**config.mk**
```make
export PLATFORM = sky130hd
export DESIGN_NAME = regfile_multiport_flat
export DESIGN_NICKNAME = d
export VERILOG_FILES = /design/src/rtl/regfile_pkg.sv /design/src/rtl/regfile_multiport_if.sv /design/src/rtl/regfile_scoreboard.sv /design/src/rtl/regfile_multiport.sv /design/src/flat_wrapper.sv
export SDC_FILE = /design/constraint.sdc
export NUM_CORES = 2
export LEC_CHECK = 0
export CELL_PAD_IN_SITES_DETAIL_PLACEMENT = 2
export CELL_PAD_IN_SITES_GLOBAL_PLACEMENT = 2
export CORE_MARGIN = 2
export CORE_UTILIZATION = 50
export CTS_BUF_LIST = sky130_fd_sc_hd__clkbuf_16
export DETAILED_ROUTE_END_ITERATION = 8
export GPL_ROUTABILITY_DRIVEN = 0
export PLACE_DENSITY = 0.95
export SKIP_CTS_REPAIR_TIMING = 1
export SKIP_LAST_GASP = 1
export SYNTH_ARGS = -nofsm -noshare
export SYNTH_HDL_FRONTEND = slang
export SYNTH_HIERARCHICAL = 1
export SYNTH_SLANG_ARGS = --single-unit
export TNS_END_PERCENT = 5
```
**constraint.sdc**
```tcl
create_clock -name clk_i -period 10.6 [get_ports clk_i]
set_input_delay 3.18 -clock clk_i [delete_from_list [all_inputs] [get_ports clk_i]]
set_output_delay 3.18 -clock clk_i [all_outputs]
set_load 0.02 [all_outputs]
```
**src/rtl/regfile_pkg.sv**
```systemverilog
// Shared constants, types and helpers for the multiport register file.
package regfile_pkg;

  localparam int unsigned DefaultWidth = 32;
  localparam int unsigned DefaultDepth = 32;
  localparam int unsigned DefaultNRead = 2;
  localparam int unsigned ZeroRegIdx   = 0;

  typedef enum logic [1:0] {
    CntHold,
    CntInc,
    CntDec
  } cnt_op_e;

  function automatic int unsigned addr_width(input int unsigned depth);
    return (depth > 1) ? $clog2(depth) : 1;
  endfunction

endpackage

```
**src/rtl/regfile_multiport_if.sv**
```systemverilog
// Read/write/reserve bus of the register file; master = datapath, slave = register file.
interface regfile_multiport_if
  import regfile_pkg::*;
#(
  parameter int unsigned Width = DefaultWidth,
  parameter int unsigned Depth = DefaultDepth,
  parameter int unsigned NRead = DefaultNRead
) ();
  localparam int unsigned Aw = addr_width(Depth);

  logic [NRead*Aw-1:0]    read_register;
  logic [NRead*Width-1:0] read_data;
  logic [NRead-1:0]       read_busy;
  logic [Aw-1:0]          write_register;
  logic [Width-1:0]       write_data;
  logic                   reg_write;
  logic                   reserve;
  logic [Aw-1:0]          reserve_register;
  logic [Aw:0]            pending_count;

  modport master (
    output read_register, write_register, write_data, reg_write, reserve, reserve_register,
    input  read_data, read_busy, pending_count
  );

  modport slave (
    input  read_register, write_register, write_data, reg_write, reserve, reserve_register,
    output read_data, read_busy, pending_count
  );
endinterface

```
**src/rtl/regfile_scoreboard.sv**
```systemverilog
// Per-register pending bits for RAW hazard detection, plus a running popcount.
module regfile_scoreboard
  import regfile_pkg::*;
#(
  parameter int unsigned Depth   = DefaultDepth,
  parameter bit          ZeroReg = 1'b1,
  localparam int unsigned Aw     = addr_width(Depth)
) (
  input  logic             clk_i,
  input  logic             rst_i,
  input  logic             set_i,
  input  logic [Aw-1:0]    set_addr_i,
  input  logic             clr_i,
  input  logic [Aw-1:0]    clr_addr_i,
  output logic [Depth-1:0] pending_o,
  output logic [Aw:0]      count_o
);

  logic [Depth-1:0] pending_q, pending_d, set_mask, clr_mask;
  logic [Aw:0]      count_q, count_d;
  logic             set_eff, set_new, clr_real;
  cnt_op_e          cnt_op;

  always_comb begin
    set_eff   = set_i && !(ZeroReg && (set_addr_i == Aw'(ZeroRegIdx)));
    set_mask  = set_eff ? (Depth'(1) << set_addr_i) : '0;
    clr_mask  = clr_i ? (Depth'(1) << clr_addr_i) : '0;
    // Set is applied after clear so a new reservation supersedes a same-cycle writeback.
    pending_d = (pending_q & ~clr_mask) | set_mask;
    set_new   = set_eff && !pending_q[set_addr_i];
    clr_real  = clr_i && pending_q[clr_addr_i] && !(set_eff && (set_addr_i == clr_addr_i));

    cnt_op = CntHold;
    if (set_new && !clr_real) begin
      cnt_op = CntInc;
    end else if (clr_real && !set_new) begin
      cnt_op = CntDec;
    end

    case (cnt_op)
      CntInc:  count_d = count_q + {{Aw{1'b0}}, 1'b1};
      CntDec:  count_d = count_q - {{Aw{1'b0}}, 1'b1};
      default: count_d = count_q;
    endcase
  end

  always_ff @(posedge clk_i) begin
    if (rst_i) begin
      pending_q <= '0;
      count_q   <= '0;
    end else begin
      pending_q <= pending_d;
      count_q   <= count_d;
    end
  end

  assign pending_o = pending_q;
  assign count_o   = count_q;

endmodule

```
**src/rtl/regfile_multiport.sv**
```systemverilog
// Parametrised register file: storage array, NRead combinational read ports with
// optional write bypass, and a pending scoreboard for hazard detection.
module regfile_multiport
  import regfile_pkg::*;
#(
  parameter int unsigned Width   = DefaultWidth,
  parameter int unsigned Depth   = DefaultDepth,
  parameter int unsigned NRead   = DefaultNRead,
  parameter bit          ZeroReg = 1'b1,
  parameter bit          Bypass  = 1'b1
) (
  input logic               clk_i,
  input logic               rst_i,
  regfile_multiport_if.slave bus
);
  localparam int unsigned Aw = addr_width(Depth);

  logic [Width-1:0] mem_q [Depth];
  logic [Width-1:0] rdata [NRead];
  logic [NRead-1:0] rbusy;
  logic [Depth-1:0] pending;
  logic             wr_en;

  assign wr_en = bus.reg_write && !(ZeroReg && (bus.write_register == Aw'(ZeroRegIdx)));

  always_ff @(posedge clk_i) begin
    if (rst_i) begin
      for (int unsigned i = 0; i < Depth; i++) begin
        mem_q[i] <= '0;
      end
    end else if (wr_en) begin
      mem_q[bus.write_register] <= bus.write_data;
    end
  end

  for (genvar gi = 0; gi < NRead; gi++) begin : g_read
    logic [Aw-1:0] addr;
    logic          is_zero;
    logic          fwd;

    assign addr      = bus.read_register[gi*Aw +: Aw];
    assign is_zero   = ZeroReg && (addr == Aw'(ZeroRegIdx));
    assign fwd       = Bypass && wr_en && (bus.write_register == addr);
    assign rdata[gi] = fwd ? bus.write_data : (is_zero ? '0 : mem_q[addr]);
    // A forwarded write resolves the hazard in the same cycle.
    assign rbusy[gi] = pending[addr] && !fwd;
  end

  always_comb begin
    bus.read_data = '0;
    for (int unsigned i = 0; i < NRead; i++) begin
      bus.read_data[i*Width +: Width] = rdata[i];
    end
  end

  assign bus.read_busy = rbusy;

  regfile_scoreboard #(
    .Depth   (Depth),
    .ZeroReg (ZeroReg)
  ) u_scoreboard (
    .clk_i      (clk_i),
    .rst_i      (rst_i),
    .set_i      (bus.reserve),
    .set_addr_i (bus.reserve_register),
    .clr_i      (bus.reg_write),
    .clr_addr_i (bus.write_register),
    .pending_o  (pending),
    .count_o    (bus.pending_count)
  );

endmodule
```
**src/flat_wrapper.sv**
```systemverilog
// flat-port wrapper written by rule: the top's interface ports become plain ports
module regfile_multiport_flat import regfile_pkg::*;
#(
  parameter int unsigned Width   = DefaultWidth,
  parameter int unsigned Depth   = DefaultDepth,
  parameter int unsigned NRead   = DefaultNRead,
  parameter bit          ZeroReg = 1'b1,
  parameter bit          Bypass  = 1'b1
)
  (clk_i, rst_i, bus_read_register, bus_write_register, bus_write_data, bus_reg_write, bus_reserve, bus_reserve_register, bus_read_data, bus_read_busy, bus_pending_count);
  regfile_multiport_if #(.Width(Width), .Depth(Depth), .NRead(NRead)) bus_i ();
  input logic clk_i;
  input logic rst_i;
  input wire logic [$bits(bus_i.read_register)-1:0] bus_read_register;
  input wire logic [$bits(bus_i.write_register)-1:0] bus_write_register;
  input wire logic [$bits(bus_i.write_data)-1:0] bus_write_data;
  input wire logic [$bits(bus_i.reg_write)-1:0] bus_reg_write;
  input wire logic [$bits(bus_i.reserve)-1:0] bus_reserve;
  input wire logic [$bits(bus_i.reserve_register)-1:0] bus_reserve_register;
  output wire logic [$bits(bus_i.read_data)-1:0] bus_read_data;
  output wire logic [$bits(bus_i.read_busy)-1:0] bus_read_busy;
  output wire logic [$bits(bus_i.pending_count)-1:0] bus_pending_count;
  assign bus_i.read_register = bus_read_register;
  assign bus_i.write_register = bus_write_register;
  assign bus_i.write_data = bus_write_data;
  assign bus_i.reg_write = bus_reg_write;
  assign bus_i.reserve = bus_reserve;
  assign bus_i.reserve_register = bus_reserve_register;
  assign bus_read_data = bus_i.read_data;
  assign bus_read_busy = bus_i.read_busy;
  assign bus_pending_count = bus_i.pending_count;
  regfile_multiport #(.Width(Width), .Depth(Depth), .NRead(NRead), .ZeroReg(ZeroReg), .Bypass(Bypass)) u_core (.clk_i(clk_i), .rst_i(rst_i), .bus(bus_i));
endmodule
```
# Word-level counts from Yosys, hierarchy flattened
# Memories as Yosys holds them, arrays and structs flattened.
# Cells that the tools add are included.
[classes]
add_sub_neg = 2
n_mul = 0
div_mod_pow = 0
magnitude_cmp = 4
eq_ne = 5
n_shift = 2
muxes = 25
bitwise = 3
n_reduce_logical = 26
[op_table]
columns = ["cell", "count"]
rows = [
  ["32-bit two-way mux", 7],
  ["1-bit by 5-bit << shifter with 32-bit output (first input constant)", 2],
  ["32-bit AND", 1],
  ["32-bit inverter", 1],
  ["32-bit bitwise OR", 1],
  ["32-bit OR reduction", 1],
  ["5-bit by 6-bit < comparator with 1-bit output (second input constant)", 4],
  ["1-bit binary-select mux with 5-bit select", 4],
  ["5-bit zero test", 4],
  ["5-bit equality test", 3],
  ["1-bit logical AND", 12],
  ["6-bit one-hot mux with 2 select lines", 1],
  ["1-bit two-way mux", 10],
  ["1-bit zero test", 8],
  ["6-bit by 1-bit adder with 6-bit output (second input constant)", 1],
  ["6-bit by 1-bit subtractor with 6-bit output (second input constant)", 1],
  ["5-bit two-way mux", 1],
  ["2-bit two-way mux", 2],
  ["2-bit by 1-bit equality test with 1-bit output (second input constant)", 1],
  ["2-bit equality test (second input constant)", 1],
  ["2-bit nonzero test", 1],
]
[totals]
ff_bits = 38
latchBits = 0
ramBits = 1024
rom_bits = 0
out_inout_bits = 72
n_memories = 1
[memory_table]
columns = ["memory", "words", "width", "read_ports", "rd_ports_with_merged_regs", "write_ports", "line", "text"]
rows = [
  ["u_core.mem_q", 32, 32, 2, 0, 32, "regfile_multiport.sv:18", "logic [Width-1:0] mem_q [Depth];"],
]

# Longest topological paths before layout
[depth]
word_depth = 11
depth_mapped = 14
ltp_nobuf = 12

# Cells and area by module
# The synthesis kept the hierarchy.
[modules_own_cells]
columns = ["mod", "instances", "cells_per_inst", "area_per_inst_um2", "seq_area_each_um2"]
rows = [
  ["regfile_multiport", 1, 3677, 55005.3, 30749.5],
  ["regfile_scoreboard", 1, 263, 2354.8, 760.7],
]

# Worst setup path after synthesis
# OpenSTA, ideal clock, no wires.
[synth_timing]
path_kind = "input-to-output"
start = "input port bus_write_register[2]"
end = "output port bus_read_data[11]"
arrival_time_ns = 5.049
t_required_ns = 7.420
setup_slack_ns = 2.371
path_stages = 8
path_buffers = 3
path_cell_list = "buf_2 > or3_4 > nor3_2 > or3_1 > buf_4 > nand2_1 > buf_2 > o31ai_1"
[synth_via]
elab_chain_cells = 5
[synth_rtl]
columns = ["element", "line", "text"]
rows = [
  ["start, declared", "flat_wrapper.sv:15", "input wire logic [$bits(bus_i.write_register)-1:0] bus_write_register;"],
  ["5-bit zero test", "regfile_multiport.sv:24", "assign wr_en = bus.reg_write && !(ZeroReg && (bus.write_register == Aw'(ZeroRegIdx)));"],
  ["1-bit zero test", "regfile_multiport.sv:24", ""],
  ["1-bit logical AND", "regfile_multiport.sv:24", ""],
  ["1-bit logical AND *", "regfile_multiport.sv:43", "assign fwd = Bypass && wr_en && (bus.write_register == addr);"],
  ["32-bit two-way mux *", "regfile_multiport.sv:44", "assign rdata[gi] = fwd ? bus.write_data : (is_zero ? '0 : mem_q[addr]);"],
  ["end, declared", "flat_wrapper.sv:20", "output wire logic [$bits(bus_i.read_data)-1:0] bus_read_data;"],
]
# Mark *: on every way between the ends. The rest lies on a longest branch, timed or not.

# Final worst setup path
[layout_timing]
start = "input port bus_write_register[3]"
end = "output port bus_read_data[31]"
# The elaborated chain is that of the path after synthesis.

==> flow_metrics.tcl <==
set metrics [dict create \
    seq_area_frac_synth_pct 54.93 \
    synthFlopType "edfxtp_1" \
    syn_inst 3940 \
    crit_arrival_ns 7.18 \
    nets 4028 \
    dpl.hpwl_mm 166.6 \
    start_kind "primary input" \
    yosys_warnings 6 \
    firstDrtPassIters 7 \
    drt_wl_total_mm 288.7 \
    worstMarginPinSlew_ns 1.505 \
    vdd_ir_drop_max_uv 162.3 \
    synth_largest_area_cell "edfxtp_1" \
    synthDistinctLibCells 58 \
    ys_seq_elements 1062 \
    ant_nets 0 \
    grt_usage_pct 49.04 \
    cp_data_required_time_ns 7.42 \
    synthTopCellsByArea "edfxtp_1 54%, mux4_2 19%, and2_1 11%" \
    end_kind "primary output" \
    timing.final.crit_share_pct 97.76 \
    slowest_stage "o31ai_2" \
    clkLatencyLatePin_ns 0.75 \
    wire_per_inst_um 51.63 \
    initial_core_util_pct 50.30 \
    syn-cell-area_um2 57360 \
    path_max_fanout 16 \
    numPortBuffers 127 \
    synthArstFlopShare_pct 0 \
    via_per_inst 8.065 \
    slew_viol_final 35 \
    numClockSinks 1062 \
    dr_total_vias 45089 \
    criticalPathCategory "primary input to primary output" \
    grt_pass1_vias 47099 \
    crit_top_cell "clkdlybuf4s50_1" \
    grt_overflow 0 \
    max_stage_delay_ns 0.73 \
    die_x_um 342.7 \
    maxCapViolCount 2 \
    clk_pin_slew_ns 0.06 \
    die_y_um 342.7 \
    finalWorstSetupSlack_ns 0.2372 \
    cts_tree "yes" \
    period_minus_slack_ns 10.36 \
    max_clock_freq_mhz 96.50 \
    drtIter0Drc 9294 \
    dpl_cell_area_um2 60510 \
    rsz0062_at_grt "false" \
    fin_skew_ns 0.008940 \
    drc_errors 0 \
    pre_cts_slack_ns -0.1476 \
    numCtsBuffers 117 \
    p_leak_nw 22.13 \
    fin_setup_tns_ns 0 \
    grt_max_degree 81 \
    ctsRootBufferMaster "clkbuf_16" \
    drive_gt1_share_pct 23.00 \
    synth_top_area_share_pct 53.61 \
    synth_edf_count 1024 \
    grt_pass1_wl_mm 395.1 \
    final_area_um2 64020 \
    min_path_type "register to register" \
    maxSlewHeadroom_pct -0.6222 \
    clockBufferDepth 3 \
    htreeDepth 3 \
    antenna_found_initial 33 \
    power_density_nw_per_um2 165.8 \
    io_pins 128 \
    areaGrowthSynthToFinish_pct 11.61 \
    core_area_um2 114000 \
    final_hold_viol_count 0 \
    status "complete, but fails checks" \
    die_area_um2 117400 \
    path_cells "clkdlybuf4s50_1 -> buf_4 -> or3_4 -> nor3_2 -> or3_2 -> nand2_1 -> o31ai_2 -> clkdlybuf4s50_1" \
    finalSetupViolations 0 \
    violations "capacitance limit, slew limit" \
    avgSynthCellArea_um2 14.56 \
    power_mw 10.61 \
    ff2ff_setup_slack_ns 6.85 \
    rows 124 \
]
[per-stage QoR]
stage          hold WS, ns  std cells  utilization [%]
6_report            0.5012       5591            56.14
5_1_grt             0.5340       5576            56.11
4_1_cts             0.4996       5573            56.11
3_5_place_dp        0.4980       5359            53.07
3_3_place_gp        0.4708       5359            53.07
2_1_floorplan       0.4719       3971                -
[registers in the layout (all words and copies together) (netlist names)]
name / flops
u_core/mem_q: 1024
u_core/u_scoreboard/pending_o: 32
u_core/u_scoreboard/count_o: 6
[placed cells by master, fill, tap and decap left out, types with 44 or more instances in the layout]
cell,Yosys,routed
a21oi_1,57,57
and2_1,996,995
buf_4,22,163
clkbuf_16,0,120
clkdlybuf4s50_1,0,110
edfxtp_1,1024,1024
mux2i_1,154,154
mux4_2,478,478
nand2_1,114,114
nor2_1,76,44
o221ai_1,46,46
o22ai_1,140,140
[worst paths after layout]
kind	cells after the start	endpoint	startpoint
max	8	bus_read_data[31]	bus_write_register[3]
min	2	u_core/u_scoreboard/count_o[5]	u_core/u_scoreboard/count_o[5]
max reg2reg	11	u_core/u_scoreboard/count_o[5]	u_core/u_scoreboard/pending_o[21]
min reg2reg	2	u_core/u_scoreboard/count_o[5]	u_core/u_scoreboard/count_o[5]
[kinds of logic after synthesis]
kind of cell / Yosys count / share of synthesized area (%)
xor+xnor: 18 / 0.2748
fa+ha+maj: 6 / 0.1440
flops: 1062 / 54.93
other cells: 1 / 0.006538
mux: 670 / 22.38
simple gates: 1332 / 13.73
buf+inv: 426 / 3.303
compound gates: 425 / 5.226
[synthesized netlist by cell type (38+ instances only)]
library cell / instances
mux2i_1: 154
mux4_2: 478
nand2_1: 114
dfxtp_1: 38
clkbuf_1: 305
o221ai_1: 46
and2_1: 996
buf_2: 77
edfxtp_1: 1024
a21oi_1: 57
o22ai_1: 140
nor2_1: 76
[report_power, final]
part,total (mW),switching [mW],internal [mW]
Clock,3.99,1.91,2.08
Sequential,5.03,0.201,4.83
Combinational,1.59,1.02,0.567
Total,10.6,3.14,7.48
[layer usage]
layer | global-route usage, % | vias to the layer above | part of all wire [%]
met5 | 0 | - | 0.062
met4 | 41.46 | 26 | 11
met3 | 17.33 | 1779 | 15
met2 | 74.87 | 5141 | 45
met1 | 55.25 | 22877 | 30
li1 | - | 15266 | -
[area by class of cell]
cell class | instances | area, um^2
fillers | 9815 | 50010
clock inverters | 94 | 469.2
well taps | 1512 | 1892
diodes | 18 | 45.04
multi-input cells | 2483 | 24310
inverters | 1 | 3.754
repair buffers | 301 | 2786
clock buffers | 120 | 3003
flip-flops and latches | 1062 | 31510
[worst max-delay path, delay by kind of cell]
kind / cells / cell delay (ns)
simple gates: 4 / 1.91
buf+inv: 3 / 1.34
compound gates: 1 / 0.73
Note: power is estimated with default switching activity, not from simulation.
